**config.mk**
```make
export PLATFORM = sky130hd
export DESIGN_NAME = audio_i2s_tx
export DESIGN_NICKNAME = d
export VERILOG_FILES = /design/src/rtl/audio_i2s_tx_pkg.sv /design/src/rtl/audio_sat_conv.sv /design/src/rtl/audio_i2s_tx.sv
export SDC_FILE = /design/constraint.sdc
export NUM_CORES = 1
export LEC_CHECK = 0
export BUFFER_PORTS_ARGS = -buffer_cell sky130_fd_sc_hd__buf_2
export CAP_MARGIN = 20
export CORE_ASPECT_RATIO = 1.25
export CORE_MARGIN = 2
export CORE_UTILIZATION = 30
export CTS_CLUSTER_DIAMETER = 40
export DETAILED_ROUTE_END_ITERATION = 8
export HOLD_SLACK_MARGIN = 0.12
export PLACE_DENSITY = 0.47
export SLEW_MARGIN = 10
export SYNTH_ARGS = -nofsm -noshare
export SYNTH_HDL_FRONTEND = slang
export SYNTH_SLANG_ARGS = --single-unit
export TNS_END_PERCENT = 50
```
**constraint.sdc**
```tcl
create_clock -name clk -period 4.25 [get_ports clk]
set_clock_uncertainty 0.05 [all_clocks]
set_input_delay 0.425 -clock clk [delete_from_list [all_inputs] [get_ports clk]]
set_output_delay 0.425 -clock clk [all_outputs]
set_load 0.01 [all_outputs]
```
**src/rtl/audio_i2s_tx_pkg.sv**
```systemverilog
// Shared types and constants for the I2S audio transmitter.
package audio_i2s_tx_pkg;

  // Slot index width; covers frames of up to 64 slots (SAMPLE_WIDTH <= 32).
  localparam int unsigned SLOT_W     = 6;
  localparam int unsigned UNDERRUN_W = 16;

  typedef enum logic [2:0] {
    ST_IDLE  = 3'd0,
    ST_PRIME = 3'd1,
    ST_LOAD  = 3'd2,
    ST_RUN   = 3'd3,
    ST_DRAIN = 3'd4
  } tx_state_e;

  // Increment that sticks at all-ones.
  function automatic logic [UNDERRUN_W-1:0] sat_inc(input logic [UNDERRUN_W-1:0] v);
    return (&v) ? v : v + UNDERRUN_W'(1);
  endfunction

endpackage

```
**src/rtl/audio_sat_conv.sv**
```systemverilog
// Arithmetic right shift of a signed FIFO word, then saturation to a signed sample.
module audio_sat_conv #(
  parameter int unsigned DATA_WIDTH   = 32,
  parameter int unsigned SAMPLE_WIDTH = 16,
  parameter int unsigned SHIFT        = 0
) (
  input  logic [DATA_WIDTH-1:0]   i_din,
  output logic [SAMPLE_WIDTH-1:0] o_sample_c
);

  logic signed [DATA_WIDTH-1:0]         w_shifted;
  logic        [DATA_WIDTH-SAMPLE_WIDTH:0] w_upper;
  logic                                  w_in_range;

  assign w_shifted  = $signed(i_din) >>> SHIFT;
  // In range when every bit from the sample sign bit upward agrees.
  assign w_upper    = w_shifted[DATA_WIDTH-1:SAMPLE_WIDTH-1];
  assign w_in_range = (&w_upper) | ~(|w_upper);

  // Pass through in range, otherwise clamp to the most positive/negative code.
  always_comb begin
    o_sample_c = w_shifted[SAMPLE_WIDTH-1:0];
    if (!w_in_range) begin
      o_sample_c = w_shifted[DATA_WIDTH-1] ? {1'b1, {(SAMPLE_WIDTH-1){1'b0}}}
                                           : {1'b0, {(SAMPLE_WIDTH-1){1'b1}}};
    end
  end

endmodule

```
**src/rtl/audio_i2s_tx.sv**
```systemverilog
// I2S transmitter: pulls stereo pairs from two FIFOs, saturates them and
// serializes them MSB first, one bit slot late relative to lrclk.
module audio_i2s_tx
  import audio_i2s_tx_pkg::*;
#(
  parameter int unsigned DATA_WIDTH   = 32,
  parameter int unsigned SAMPLE_WIDTH = 16,
  parameter int unsigned SHIFT        = 0,
  parameter int unsigned BCLK_DIV     = 4
) (
  input  logic                  clk,
  input  logic                  rst_n,
  input  logic                  i_enable,
  input  logic [DATA_WIDTH-1:0] i_left_dout,
  input  logic [DATA_WIDTH-1:0] i_right_dout,
  input  logic                  i_left_empty,
  input  logic                  i_right_empty,
  output logic                  o_out_rd_en,
  output logic                  o_bclk,
  output logic                  o_lrclk,
  output logic                  o_sdata,
  output logic                  o_frame_active,
  output logic [UNDERRUN_W-1:0] o_underrun_count
);

  localparam int unsigned DIV_W = (BCLK_DIV > 1) ? $clog2(BCLK_DIV) : 1;
  localparam int unsigned SW    = SAMPLE_WIDTH;

  localparam logic [DIV_W-1:0]  DIV_LAST  = DIV_W'(BCLK_DIV - 1);
  localparam logic [SLOT_W-1:0] SLOT_MID  = SLOT_W'(SAMPLE_WIDTH);
  localparam logic [SLOT_W-1:0] SLOT_LAST = SLOT_W'(2 * SAMPLE_WIDTH - 1);

  tx_state_e             r_state, w_state_nxt;
  logic [DIV_W-1:0]      r_div, w_div_nxt;
  logic [SLOT_W-1:0]     r_slot, w_slot_nxt;
  logic                  r_bclk, w_bclk_nxt;
  logic                  r_lrclk, w_lrclk_nxt;
  logic                  r_sdata, w_sdata_nxt;
  logic                  r_rd_en, w_rd_en_nxt;
  logic                  r_rd_d;
  logic                  r_frame_active;
  logic [UNDERRUN_W-1:0] r_underrun, w_underrun_nxt;
  logic [SW-1:0]         r_sh_l, w_sh_l_nxt;
  logic [SW-1:0]         r_sh_r, w_sh_r_nxt;
  logic                  r_pend_vld, w_pend_vld_nxt;
  logic [SW-1:0]         r_pend_l, w_pend_l_nxt;
  logic [SW-1:0]         r_pend_r, w_pend_r_nxt;

  logic [SW-1:0]         w_conv_l, w_conv_r;
  logic                  w_fifo_ready;
  logic                  w_div_end;
  logic [SLOT_W-1:0]     w_slot_inc;

  audio_sat_conv #(
    .DATA_WIDTH  (DATA_WIDTH),
    .SAMPLE_WIDTH(SAMPLE_WIDTH),
    .SHIFT       (SHIFT)
  ) u_conv_l (
    .i_din     (i_left_dout),
    .o_sample_c(w_conv_l)
  );

  audio_sat_conv #(
    .DATA_WIDTH  (DATA_WIDTH),
    .SAMPLE_WIDTH(SAMPLE_WIDTH),
    .SHIFT       (SHIFT)
  ) u_conv_r (
    .i_din     (i_right_dout),
    .o_sample_c(w_conv_r)
  );

  assign w_fifo_ready = ~i_left_empty & ~i_right_empty;
  assign w_div_end    = (r_div == DIV_LAST);
  assign w_slot_inc   = r_slot + SLOT_W'(1);

  assign o_out_rd_en      = r_rd_en;
  assign o_bclk           = r_bclk;
  assign o_lrclk          = r_lrclk;
  assign o_sdata          = r_sdata;
  assign o_frame_active   = r_frame_active;
  assign o_underrun_count = r_underrun;

  // Next-state and next-output logic for the frame sequencer.
  always_comb begin
    w_state_nxt    = r_state;
    w_div_nxt      = r_div;
    w_slot_nxt     = r_slot;
    w_bclk_nxt     = r_bclk;
    w_lrclk_nxt    = r_lrclk;
    w_sdata_nxt    = r_sdata;
    w_rd_en_nxt    = 1'b0;
    w_underrun_nxt = r_underrun;
    w_sh_l_nxt     = r_sh_l;
    w_sh_r_nxt     = r_sh_r;
    w_pend_vld_nxt = r_pend_vld;
    w_pend_l_nxt   = r_pend_l;
    w_pend_r_nxt   = r_pend_r;

    // FIFO words are valid the cycle after the read pulse.
    if (r_rd_d) begin
      w_pend_l_nxt   = w_conv_l;
      w_pend_r_nxt   = w_conv_r;
      w_pend_vld_nxt = 1'b1;
    end

    unique case (r_state)
      ST_IDLE: begin
        w_bclk_nxt  = 1'b0;
        w_lrclk_nxt = 1'b0;
        w_sdata_nxt = 1'b0;
        w_div_nxt   = '0;
        w_slot_nxt  = '0;
        if (i_enable) begin
          if (r_pend_vld) begin
            // Fresh start: slot 0 carries no previous right LSB.
            w_state_nxt    = ST_RUN;
            w_sh_l_nxt     = r_pend_l;
            w_sh_r_nxt     = r_pend_r;
            w_pend_vld_nxt = 1'b0;
          end else if (w_fifo_ready) begin
            w_state_nxt = ST_PRIME;
            w_rd_en_nxt = 1'b1;
          end
        end
      end

      ST_PRIME: w_state_nxt = ST_LOAD;

      ST_LOAD:  w_state_nxt = ST_IDLE;

      ST_RUN: begin
        if (w_div_end) begin
          w_div_nxt  = '0;
          w_bclk_nxt = ~r_bclk;
          if (r_bclk) begin
            if (r_slot == SLOT_LAST) begin
              // Frame boundary: slot 0 of the next frame is the old right LSB.
              w_slot_nxt  = '0;
              w_lrclk_nxt = 1'b0;
              w_sdata_nxt = r_sh_r[SW-1];
              if (i_enable) begin
                if (r_pend_vld) begin
                  w_sh_l_nxt     = r_pend_l;
                  w_sh_r_nxt     = r_pend_r;
                  w_pend_vld_nxt = 1'b0;
                end else begin
                  w_sh_l_nxt     = '0;
                  w_sh_r_nxt     = '0;
                  w_underrun_nxt = sat_inc(r_underrun);
                end
              end else begin
                w_state_nxt = ST_DRAIN;
              end
            end else begin
              w_slot_nxt  = w_slot_inc;
              w_lrclk_nxt = (w_slot_inc >= SLOT_MID);
              if (w_slot_inc <= SLOT_MID) begin
                w_sdata_nxt = r_sh_l[SW-1];
                w_sh_l_nxt  = {r_sh_l[SW-2:0], 1'b0};
              end else begin
                w_sdata_nxt = r_sh_r[SW-1];
                w_sh_r_nxt  = {r_sh_r[SW-2:0], 1'b0};
              end
              // Prefetch the next pair at the start of the right half.
              if ((w_slot_inc == SLOT_MID) && !r_pend_vld && w_fifo_ready) begin
                w_rd_en_nxt = 1'b1;
              end
            end
          end
        end else begin
          w_div_nxt = r_div + DIV_W'(1);
        end
      end

      ST_DRAIN: begin
        if (w_div_end) begin
          w_div_nxt  = '0;
          w_bclk_nxt = ~r_bclk;
          if (r_bclk) begin
            w_state_nxt = ST_IDLE;
            w_lrclk_nxt = 1'b0;
            w_sdata_nxt = 1'b0;
            w_slot_nxt  = '0;
          end
        end else begin
          w_div_nxt = r_div + DIV_W'(1);
        end
      end

      default: w_state_nxt = ST_IDLE;
    endcase
  end

  // State register and registered serial outputs.
  always_ff @(posedge clk or negedge rst_n) begin
    if (!rst_n) begin
      r_state        <= ST_IDLE;
      r_div          <= '0;
      r_slot         <= '0;
      r_bclk         <= 1'b0;
      r_lrclk        <= 1'b0;
      r_sdata        <= 1'b0;
      r_rd_en        <= 1'b0;
      r_rd_d         <= 1'b0;
      r_frame_active <= 1'b0;
      r_underrun     <= '0;
    end else begin
      r_state        <= w_state_nxt;
      r_div          <= w_div_nxt;
      r_slot         <= w_slot_nxt;
      r_bclk         <= w_bclk_nxt;
      r_lrclk        <= w_lrclk_nxt;
      r_sdata        <= w_sdata_nxt;
      r_rd_en        <= w_rd_en_nxt;
      r_rd_d         <= r_rd_en;
      r_frame_active <= (w_state_nxt != ST_IDLE);
      r_underrun     <= w_underrun_nxt;
    end
  end

  // Shift registers and the pending sample pair.
  always_ff @(posedge clk or negedge rst_n) begin
    if (!rst_n) begin
      r_sh_l     <= '0;
      r_sh_r     <= '0;
      r_pend_vld <= 1'b0;
      r_pend_l   <= '0;
      r_pend_r   <= '0;
    end else begin
      r_sh_l     <= w_sh_l_nxt;
      r_sh_r     <= w_sh_r_nxt;
      r_pend_vld <= w_pend_vld_nxt;
      r_pend_l   <= w_pend_l_nxt;
      r_pend_r   <= w_pend_r_nxt;
    end
  end

endmodule

```
==> results.py, run 1 <==
metrics = {
    "run_status": {
        "status": "finished clean",
    },
    "setup_path": {
        "ff2ff_path_depth": 6,
        "worst-path-stages": 6,
        "reg2reg_from": "r_slot[0]$_DFFE_PN0P_",
        "crit_family": "compound AO/OA/AOI/OAI gates",
        "cp-startpoint": "r_slot[0]$_DFFE_PN0P_",
        "worst-path-buf-inv": 0,
        "arrival_ns": 3.12,
        "crit_slowest_cell": "a21boi_2",
        "crit_end": "r_sh_l[11]$_DFFE_PN0P_",
        "reg2reg_to": "r_sh_l[11]$_DFFE_PN0P_",
        "crit_chain": "ha_1 > nand4_2 > and2_0 > a311o_1 > a21boi_2 > mux2_2",
        "cp_max_fo": 16,
        "critPathKind": "reg2reg",
        "start_kind": "flip-flop",
        "cp.required_ns": 4.44,
        "max_stage_delay_ns": 0.72,
        "endpoint_kind": "flip-flop",
        "reg2reg_slack_ns": 1.32,
    },
    "detailed_routing": {
        "dr_total_vias": 3896,
        "routed-wl-met2_um": 5460,
        "dr.max_layer_used": "met4",
        "drtIter0Drc": 150,
        "drt-total-wl_um": 11100,
        "dr.pass1.iters": 4,
        "wl_met1_um": 5040,
        "wl_met3_um": 381,
        "route.detailed.drc": 0,
        "viasPerCell": 5.09,
        "avgRoutedWirePerCell_um": 14.5,
        "drtAntennaViolNets": 0,
    },
    "power_and_ir_drop": {
        "max-vdd-ir-drop_mv": 0.212,
        "totalPowerFinal_w": 0.00309,
        "powerDensity_nw_per_um2": 530,
        "cellLeakagePower_nw": 2.64,
    },
    "sta": {
        "max_freq_mhz": 341,
        "finalSetupViolCount": 0,
        "tightest_slew_ns": 0.965,
        "final.min_clock_period_ns": 2.93,
        "slew_headroom_pct": 35.7,
        "fin_setup_tns_ns": 0,
        "final_hold_viol_count": 0,
        "slew_viol_final": 0,
        "period_share_pct": 69.0,
        "rsz0062_at_grt": "false",
    },
    "logic_synthesis": {
        "yosysTopAreaCell": "dfrtp_1",
        "async_reset_ff_share_pct": 100,
        "synth_cells": 469,
        "synth_ff_type": "dfrtp_1",
        "avgSynthCellArea_um2": 10.4,
        "syn_nets": 542,
        "synth_seq_area_share_pct": 50.4,
        "synth_area_leaders": "dfrtp_1 50%, a22o_1 5.8%, mux2_2 5.6%",
        "yosysTopAreaCellShare_pct": 50.4,
        "synth_edf_count": 0,
        "synthesis.area_um2": 4860,
        "ys_seq_elements": 98,
        "synth_most_common_cell": "dfrtp_1",
        "ys_warn_count": 0,
        "synth.cells.most_frequent": "98 x dfrtp_1, 52 x nor2_1, 40 x o21ai_0, 33 x a31oi_1, 32 x a22o_1",
        "synth_cell_types": 49,
    },
    "clock_tree": {
        "ctsResizeCount": 0,
        "postCtsSetupBuffers": 0,
        "cts_buffers": 9,
        "cts_tree": "yes",
        "clkSinkCount": 98,
        "path_clk_slew_ns": 0.07,
        "cts_root_buffer": "clkbuf_16",
        "clockBufferDepth": 2,
        "htree_levels": 3,
        "cts_hold_repair.buffers": 0,
        "clk_latency_ns": 0.35,
    },
    "placement": {
        "hpwl_um": 7960,
        "place.gp.congestion": 0.771,
        "postPlaceCellArea_um2": 5500,
        "port-buffer-count": 89,
    },
    "final_layout": {
        "fin_nets": 618,
        "layout-drive-gt1-share_pct": 28.2,
        "fin_area_um2": 5830,
        "diodes": 0,
        "area_delta_synth_final_pct": 19.9,
    },
    "floorplanning": {
        "die_y_um": 146,
        "initial_utilization_pct": 30.4,
        "num_io_pins": 90,
        "num_rows": 52,
        "die_w_um": 118,
        "core_area_um2": 16000,
        "die_area_um2": 17200,
    },
    "worst_hold_path": {
        "hp-class": "in2async",
    },
    "global_route": {
        "grt_use_total_pct": 13.4,
        "grt_pass1_wl_um": 19000,
        "grt_pass1_vias": 3930,
        "grt_max_degree": 62,
        "antenna_found_initial": 0,
        "grt-ovfl-total": 0,
    },
    "job": {
        "maxCapViolCount": 0,
    },
}
worst register-to-register path: cells and delay by family (launching register included):
family                     cells  cell delay (ns)
adders and majority gates      1             0.37
muxes                          1             0.42
AOI/OAI and AO/OA              2             1.13
and+or+nand+nor                2             0.39
DFF                            1             0.45
routing by layer:
metal / vias to the layer above / track usage, %
met5: - / 0
met4: 0 / 5.96
met3: 12 / 1.80
met2: 96 / 23.4
met1: 1883 / 16.6
li1: 1905 / -
logic make-up (layout without fill, tap and decap cells):
kind of cell,count (synthesis),in the layout,share of synthesized area (%)
xor+xnor,16,16,2.88
mux,35,35,8.75
buf+inv,38,118,3.50
compound gates,135,135,18.6
simple gates,143,143,14.8
fa+ha+maj,4,4,1.03
flops,98,98,50.4
cells in the final DEF (no fill, tap or decap), types with 2 or more instances in the layout:
master / netlist / final
and3_1: 2 / 2
a22o_1: 32 / 32
inv_1: 6 / 6
xor2_1: 10 / 10
o2111ai_1: 2 / 2
a21o_1: 3 / 3
mux2i_1: 2 / 2
or2_2: 4 / 4
ha_1: 4 / 4
o22ai_1: 2 / 2
nor2_1: 52 / 51
a31oi_1: 33 / 33
nor4_1: 14 / 12
o211ai_1: 3 / 3
a211oi_1: 2 / 2
and4_1: 4 / 4
buf_2: 7 / 88
a221oi_1: 2 / 2
nor3b_1: 2 / 2
clkinv_4: 0 / 2
nor4b_1: 2 / 2
o21bai_1: 2 / 2
or3_1: 3 / 3
buf_4: 1 / 8
nand3_1: 14 / 14
nor4_2: 0 / 2
o31ai_1: 3 / 3
dfrtp_1: 98 / 97
clkbuf_16: 0 / 9
xnor2_1: 6 / 6
and2_1: 2 / 2
nand4_1: 9 / 9
o21ai_0: 40 / 40
a21oi_1: 7 / 7
nand2_1: 21 / 21
mux2_2: 24 / 24
nor3_1: 6 / 6
mux2_4: 9 / 9
how the worst min path moves through the flow:
| stage | endpoint | depth (start not counted) | start |
|---|---|---|---|
| finish | r_rd_d$_DFF_PN0_ | 1 | rst_n |
| floorplan | o_bclk$_DFFE_PN0P_ | 0 | rst_n |
| detailed placement | r_rd_d$_DFF_PN0_ | 0 | o_out_rd_en$_DFF_PN0_ |
| global route | o_underrun_count[8]$_DFFE_PN0P_ | 1 | rst_n |
| CTS | r_pend_r[3]$_DFFE_PN0P_ | 1 | rst_n |
| global placement | r_rd_d$_DFF_PN0_ | 0 | o_out_rd_en$_DFF_PN0_ |
per-stage QoR:
stage | utilization, % | setup WS (ns) | cells | hold slack [ns]
final | 36.4 | 1.32 | 765 | 0.109
after global routing | 36.4 | 1.09 | 765 | 0.191
after CTS | 36.3 | 1.30 | 764 | 0.150
after detailed placement | 34.4 | 1.31 | 749 | 0.321
after global placement | 34.4 | 1.35 | 749 | 0.343
after floorplan | - | 1.78 | 469 | 0.0794
power breakdown:
group	internal (W)	leakage (nW)	switching, W	total, W
clock	0.000473	0.145	0.000362	0.000835
combinational	0.000460	1.32	0.000343	0.000803
sequential	0.00124	1.17	0.000217	0.00145
area by class of cell:
| class | instances | area (um^2) |
|---|---|---|
| tap | 216 | 270 |
| inverter | 6 | 22.5 |
| clock buffer | 10 | 239 |
| sequential | 98 | 2450 |
| fill | 1631 | 10200 |
| multi-input combinational | 333 | 2250 |
| clock inverter | 5 | 63.8 |
| timing repair buffer | 97 | 528 |
state kept, by name, indices dropped and copies added (netlist names), 2 cells and up:
signal            count
r_sh_r               16
r_sh_l               16
o_underrun_count     16
r_div                 2
r_slot                6
r_pend_r             16
r_pend_l             16
r_state               3
Power figures use the tool's default switching activity.
==> run 2, diff against run 1 <==
PLACE_DENSITY = 0.49   (was 0.47)
clock period = 2.6 ns   (was 4.25 ns; I/O delays follow)
==> results.py, run 2 (synthesis gave the netlist of run 1 again) <==
metrics = {
    "run_status": {
        "status": "finished clean",
    },
    "detailed_routing": {
        "viasPerCell": 5.13,
        "drtAntennaViolNets": 0,
        "drt-total-wl_um": 11500,
        "avgRoutedWirePerCell_um": 14.7,
        "route.detailed.drc": 0,
        "dr.pass1.iters": 7,
        "drtIter0Drc": 199,
        "dr_total_vias": 4026,
    },
    "setup_path": {
        "cp-startpoint": "r_slot[0]$_DFFE_PN0P_",
        "reg2reg_slack_ns": 0.17,
        "cp.required_ns": 2.78,
        "reg2reg_to": "r_sh_r[4]$_DFFE_PN0P_",
        "reg2reg_from": "r_slot[0]$_DFFE_PN0P_",
        "ff2ff_path_depth": 7,
        "crit_end": "r_sh_r[4]$_DFFE_PN0P_",
        "arrival_ns": 2.61,
        "cp_max_fo": 16,
        "start_kind": "flip-flop",
        "critPathKind": "reg2reg",
        "endpoint_kind": "flip-flop",
    },
    "clock_tree": {
        "postCtsSetupBuffers": 0,
        "clk_latency_ns": 0.35,
        "clkSinkCount": 98,
        "cts_buffers": 9,
        "cts_tree": "yes",
        "path_clk_slew_ns": 0.07,
        "cts_root_buffer": "clkbuf_16",
        "clockBufferDepth": 2,
        "htree_levels": 3,
    },
    "final_layout": {
        "layout-drive-gt1-share_pct": 30.4,
        "area_delta_synth_final_pct": 23.8,
        "layout_common_cells": "97 x dfrtp_1, 88 x buf_2, 50 x nor2_1, 40 x o21ai_0, 33 x a31oi_1",
        "diodes": 0,
        "seqCellArea_um2": 2450,
        "fin_nets": 637,
        "n_fill_cell": 1674,
        "final_common_cell": "dfrtp_1",
        "multi_input_area_um2": 2260,
    },
    "global_route": {
        "grt_use_total_pct": 14.3,
        "grt_max_degree": 58,
        "grt_pass1_wl_um": 20200,
        "grt-ovfl-total": 0,
        "antenna_found_initial": 0,
        "grt_pass1_vias": 4175,
    },
    "worst_hold_path": {
        "hp-class": "in2reg",
        "worstHoldPathCells": 3,
    },
    "sta": {
        "period_share_pct": 93.5,
        "final_hold_viol_count": 0,
        "slew_headroom_pct": 50.3,
        "layout_setup_ws_ns": 0.169,
        "fin_setup_tns_ns": 0,
        "final.min_clock_period_ns": 2.43,
        "slew_viol_final": 0,
        "max_freq_mhz": 411,
        "rsz0062_at_grt": "false",
        "tightest_slew_ns": 0.745,
        "finalSetupViolCount": 0,
    },
    "placement": {
        "port-buffer-count": 89,
        "hpwl_um": 8340,
        "place.gp.congestion": 0.822,
        "post-place-ws_ns": 0.221,
    },
    "power_and_ir_drop": {
        "powerDensity_nw_per_um2": 854,
        "cellLeakagePower_nw": 2.73,
        "max-vdd-ir-drop_mv": 0.333,
    },
    "floorplanning": {
        "die_w_um": 118,
        "die_area_um2": 17200,
        "die_y_um": 146,
        "num_io_pins": 90,
        "initial_utilization_pct": 30.4,
        "num_rows": 52,
        "core_area_um2": 16000,
    },
    "job": {
        "maxCapViolCount": 0,
    },
}
==> run 2: cell count changes in the layout (fill, tap and decap cells not counted), sizes merged <==
cell,delta
dlygate4sd3,+4
buf,+15
inv,+2
clkinvlp,+1
clkinv,-2
==> run 2: worst min path at each step <==
stage	end	startpoint	slack (ns)
2_1_floorplan	o_bclk$_DFFE_PN0P_	rst_n	-0.09
3_3_place_gp	o_underrun_count[8]$_DFFE_PN0P_	rst_n	0.33
3_5_place_dp	r_rd_d$_DFF_PN0_	o_out_rd_en$_DFF_PN0_	0.32
4_1_cts	r_pend_l[8]$_DFFE_PN0P_	i_left_dout[8]	0.12
5_1_grt	r_pend_r[0]$_DFFE_PN0P_	i_right_dout[0]	0.13
6_report	r_pend_l[8]$_DFFE_PN0P_	i_left_dout[8]	0.13
==> run 2: area by class of cell <==
cell class,count,share of cell area (%)
clock buffers,10,3.97
clock inverters,6,1.19
inverters,6,0.374
multi-input cells,333,37.6
flip-flops and latches,98,40.8
well taps,216,4.49
repair buffers,116,11.6
==> run 2: stage by stage <==
stage / utilization [%] / total power (W) / cells / cell area (um^2) / hold WS [ns]
2_1_floorplan: - / 0.00334 / 469 / 4860 / -0.0856
3_3_place_gp: 35.4 / 0.00374 / 765 / 5670 / 0.331
3_5_place_dp: 35.4 / 0.00379 / 765 / 5670 / 0.319
4_1_cts: 37.6 / 0.00521 / 785 / 6020 / 0.122
5_1_grt: 37.6 / 0.00552 / 785 / 6020 / 0.128
6_report: 37.6 / 0.00514 / 785 / 6020 / 0.131
==> run 2: what timing repair did <==
item / in CTS / in global routing
hold buffers: 4 / 0
endpoints found under the hold margin: 55 / 0
setup endpoints to repair: 0 / 2
gates resized for setup: 0 / 1
==> run 2: metal layers <==
metal	vias up	routed length [um]	GRT usage, %
met3	16	416	2.70
li1	1933	-	-
met1	1976	4920	17.4
met5	-	0	0
met4	0	225	5.42
met2	101	5960	25.1
==> run 2: critical path, cell delays in order, from the launching register on <==
cell and delay, ns:
dfrtp_1 0.35, ha_1 0.33, nand4_2 0.21, and2_0 0.19
a311o_1 0.41, o31a_1 0.30, buf_12 0.17, mux2_4 0.30
==> run 2: where the power goes <==
group | switching (W) | total (W) | internal (W)
logic | 0.000603 | 0.00140 | 0.000800
registers | 0.000324 | 0.00235 | 0.00202
clock network | 0.000609 | 0.00139 | 0.000783
==> run 3, diff against run 2 <==
PLACE_DENSITY = 0.47   (was 0.49)
clock period = 3.1 ns   (was 2.6 ns; I/O delays follow)
==> results.py, run 3 (synthesis gave the netlist of run 1 again) <==
metrics = {
    "clock_tree": {
        "path_clk_slew_ns": 0.07,
        "cts_tree": "yes",
        "cts_buffers": 9,
        "cts_root_buffer": "clkbuf_16",
        "clockBufferDepth": 2,
        "postCtsSetupBuffers": 0,
        "htree_levels": 3,
        "clk_latency_ns": 0.34,
        "clkSinkCount": 98,
    },
    "setup_path": {
        "crit_chain": "ha_1 > nand4_2 > and2_0 > a311o_1 > o31a_1 > buf_4 > mux2_4",
        "worst-path-buf-inv": 1,
        "cp_max_fo": 16,
        "critPathKind": "reg2reg",
        "endpoint_kind": "flip-flop",
        "max_stage_delay_ns": 0.45,
        "worst-path-stages": 7,
        "crit_slowest_cell": "dfrtp_1",
        "crit_family": "compound AO/OA/AOI/OAI gates",
        "start_kind": "flip-flop",
        "reg2reg_slack_ns": 0.53,
        "arrival_ns": 2.74,
        "ff2ff_path_depth": 7,
        "cp.required_ns": 3.27,
    },
    "floorplanning": {
        "initial_utilization_pct": 30.4,
        "num_rows": 52,
        "num_io_pins": 90,
        "die_w_um": 118,
        "core_area_um2": 16000,
        "die_y_um": 146,
        "die_area_um2": 17200,
    },
    "sta": {
        "period_share_pct": 82.8,
        "slew_viol_final": 0,
        "tightest_slew_ns": 0.757,
        "final.min_clock_period_ns": 2.57,
        "finalSetupViolCount": 0,
        "slew_headroom_pct": 49.5,
        "fin_setup_tns_ns": 0,
        "final_hold_viol_count": 0,
        "rsz0062_at_grt": "false",
        "max_freq_mhz": 390,
        "holdWs_ns": 0.135,
        "layout_setup_ws_ns": 0.533,
    },
    "power_and_ir_drop": {
        "max-vdd-ir-drop_mv": 0.247,
        "powerDensity_nw_per_um2": 711,
        "cellLeakagePower_nw": 2.66,
    },
    "final_layout": {
        "multi_input_area_um2": 2250,
        "area_delta_synth_final_pct": 20.7,
        "final_util_pct": 36.7,
        "diodes": 0,
        "fin_nets": 626,
        "instances_no_fill": 774,
        "layout_common_cells": "97 x dfrtp_1, 88 x buf_2, 51 x nor2_1, 40 x o21ai_0, 33 x a31oi_1",
        "n_fill_cell": 1639,
        "seqCellArea_um2": 2450,
        "final_common_cell": "dfrtp_1",
        "layout-drive-gt1-share_pct": 28.9,
    },
    "detailed_routing": {
        "viasPerCell": 5.08,
        "dr.pass1.iters": 4,
        "drt-total-wl_um": 11100,
        "avgRoutedWirePerCell_um": 14.3,
        "dr_total_vias": 3933,
        "route.detailed.drc": 0,
        "drtAntennaViolNets": 0,
        "drtIter0Drc": 299,
    },
    "global_route": {
        "antenna_found_initial": 0,
        "grt_pass1_wl_um": 18500,
        "grt-ovfl-total": 0,
        "grt_max_degree": 58,
        "grt_use_total_pct": 13.1,
        "met3_usage_pct": 2.27,
        "busiest_layer": "met2",
        "use_met1_pct": 16.4,
        "grt_pass1_vias": 3867,
        "grt_use_met2_pct": 22.6,
    },
    "placement": {
        "post-place-ws_ns": 0.572,
        "port-buffer-count": 89,
        "hpwl_um": 7980,
        "place.gp.congestion": 0.789,
        "dpl.cell_count": 756,
    },
    "job": {
        "maxCapViolCount": 0,
    },
    "run_status": {
        "status": "finished clean",
    },
    "worst_hold_path": {
        "worstHoldPathCells": 2,
        "hp-class": "in2reg",
    },
}
## run 3: changes by cell type in the layout (fill, tap and decap cells not counted), moves of 2 or more
cell           previous run  this run
clkinvlp_4                2         0
buf_4                    21        14
dlygate4sd3_1             4         2
clkinv_4                  0         2
buf_12                    3         1
## run 3: path summary, 6_finish.rpt
path / startpoint / end
hold / removal: i_right_empty / o_out_rd_en$_DFF_PN0_
setup / recovery: r_slot[0]$_DFFE_PN0P_ / r_sh_r[6]$_DFFE_PN0P_
min in group asynchronous: rst_n / r_pend_r[7]$_DFFE_PN0P_
max in group asynchronous: rst_n / r_state[1]$_DFF_PN0_
hold reg to reg: o_out_rd_en$_DFF_PN0_ / r_rd_d$_DFF_PN0_
setup reg to reg: r_slot[0]$_DFFE_PN0P_ / r_sh_r[6]$_DFFE_PN0P_
## run 3: repair_timing
item / 4_1_cts / 5_1_grt
hold buffers: 2 / 0
resized for setup: 0 / 0
hold endpoints to repair: 57 / 0
## run 3: stage by stage
step	instance area [um^2]	power [W]
CTS	5870	0.00423
global route	5870	0.00446
finish	5870	0.00417
detailed placement	5570	0.00314
floorplan	4860	0.00280
global placement	5570	0.00309
## run 3: worst reg2reg max path: stages (launching register included)
cell and delay (ns):
dfrtp_1 0.45, ha_1 0.36, nand4_2 0.21, and2_0 0.19, a311o_1 0.40, o31a_1 0.25, buf_4 0.22, mux2_4 0.32
## run 3: power breakdown
part           leakage [nW]  internal, W  switching [W]
Combinational          1.35     0.000633       0.000470
Sequential             1.17      0.00169       0.000296
Clock                 0.140     0.000563       0.000517
## run 3: layout make-up
class / instances / share of cell area (%)
timing repair buffer: 105 / 9.97
tap: 216 / 4.60
multi-input combinational: 333 / 38.4
inverter: 6 / 0.384
clock inverter: 6 / 0.938
clock buffer: 10 / 3.90
sequential: 98 / 41.8
## run 3: metal layers
metal	vias up	routed length (um)
met5	-	0
met1	1883	5010
li1	1931	-
met4	0	204
met3	16	426
met2	103	5460
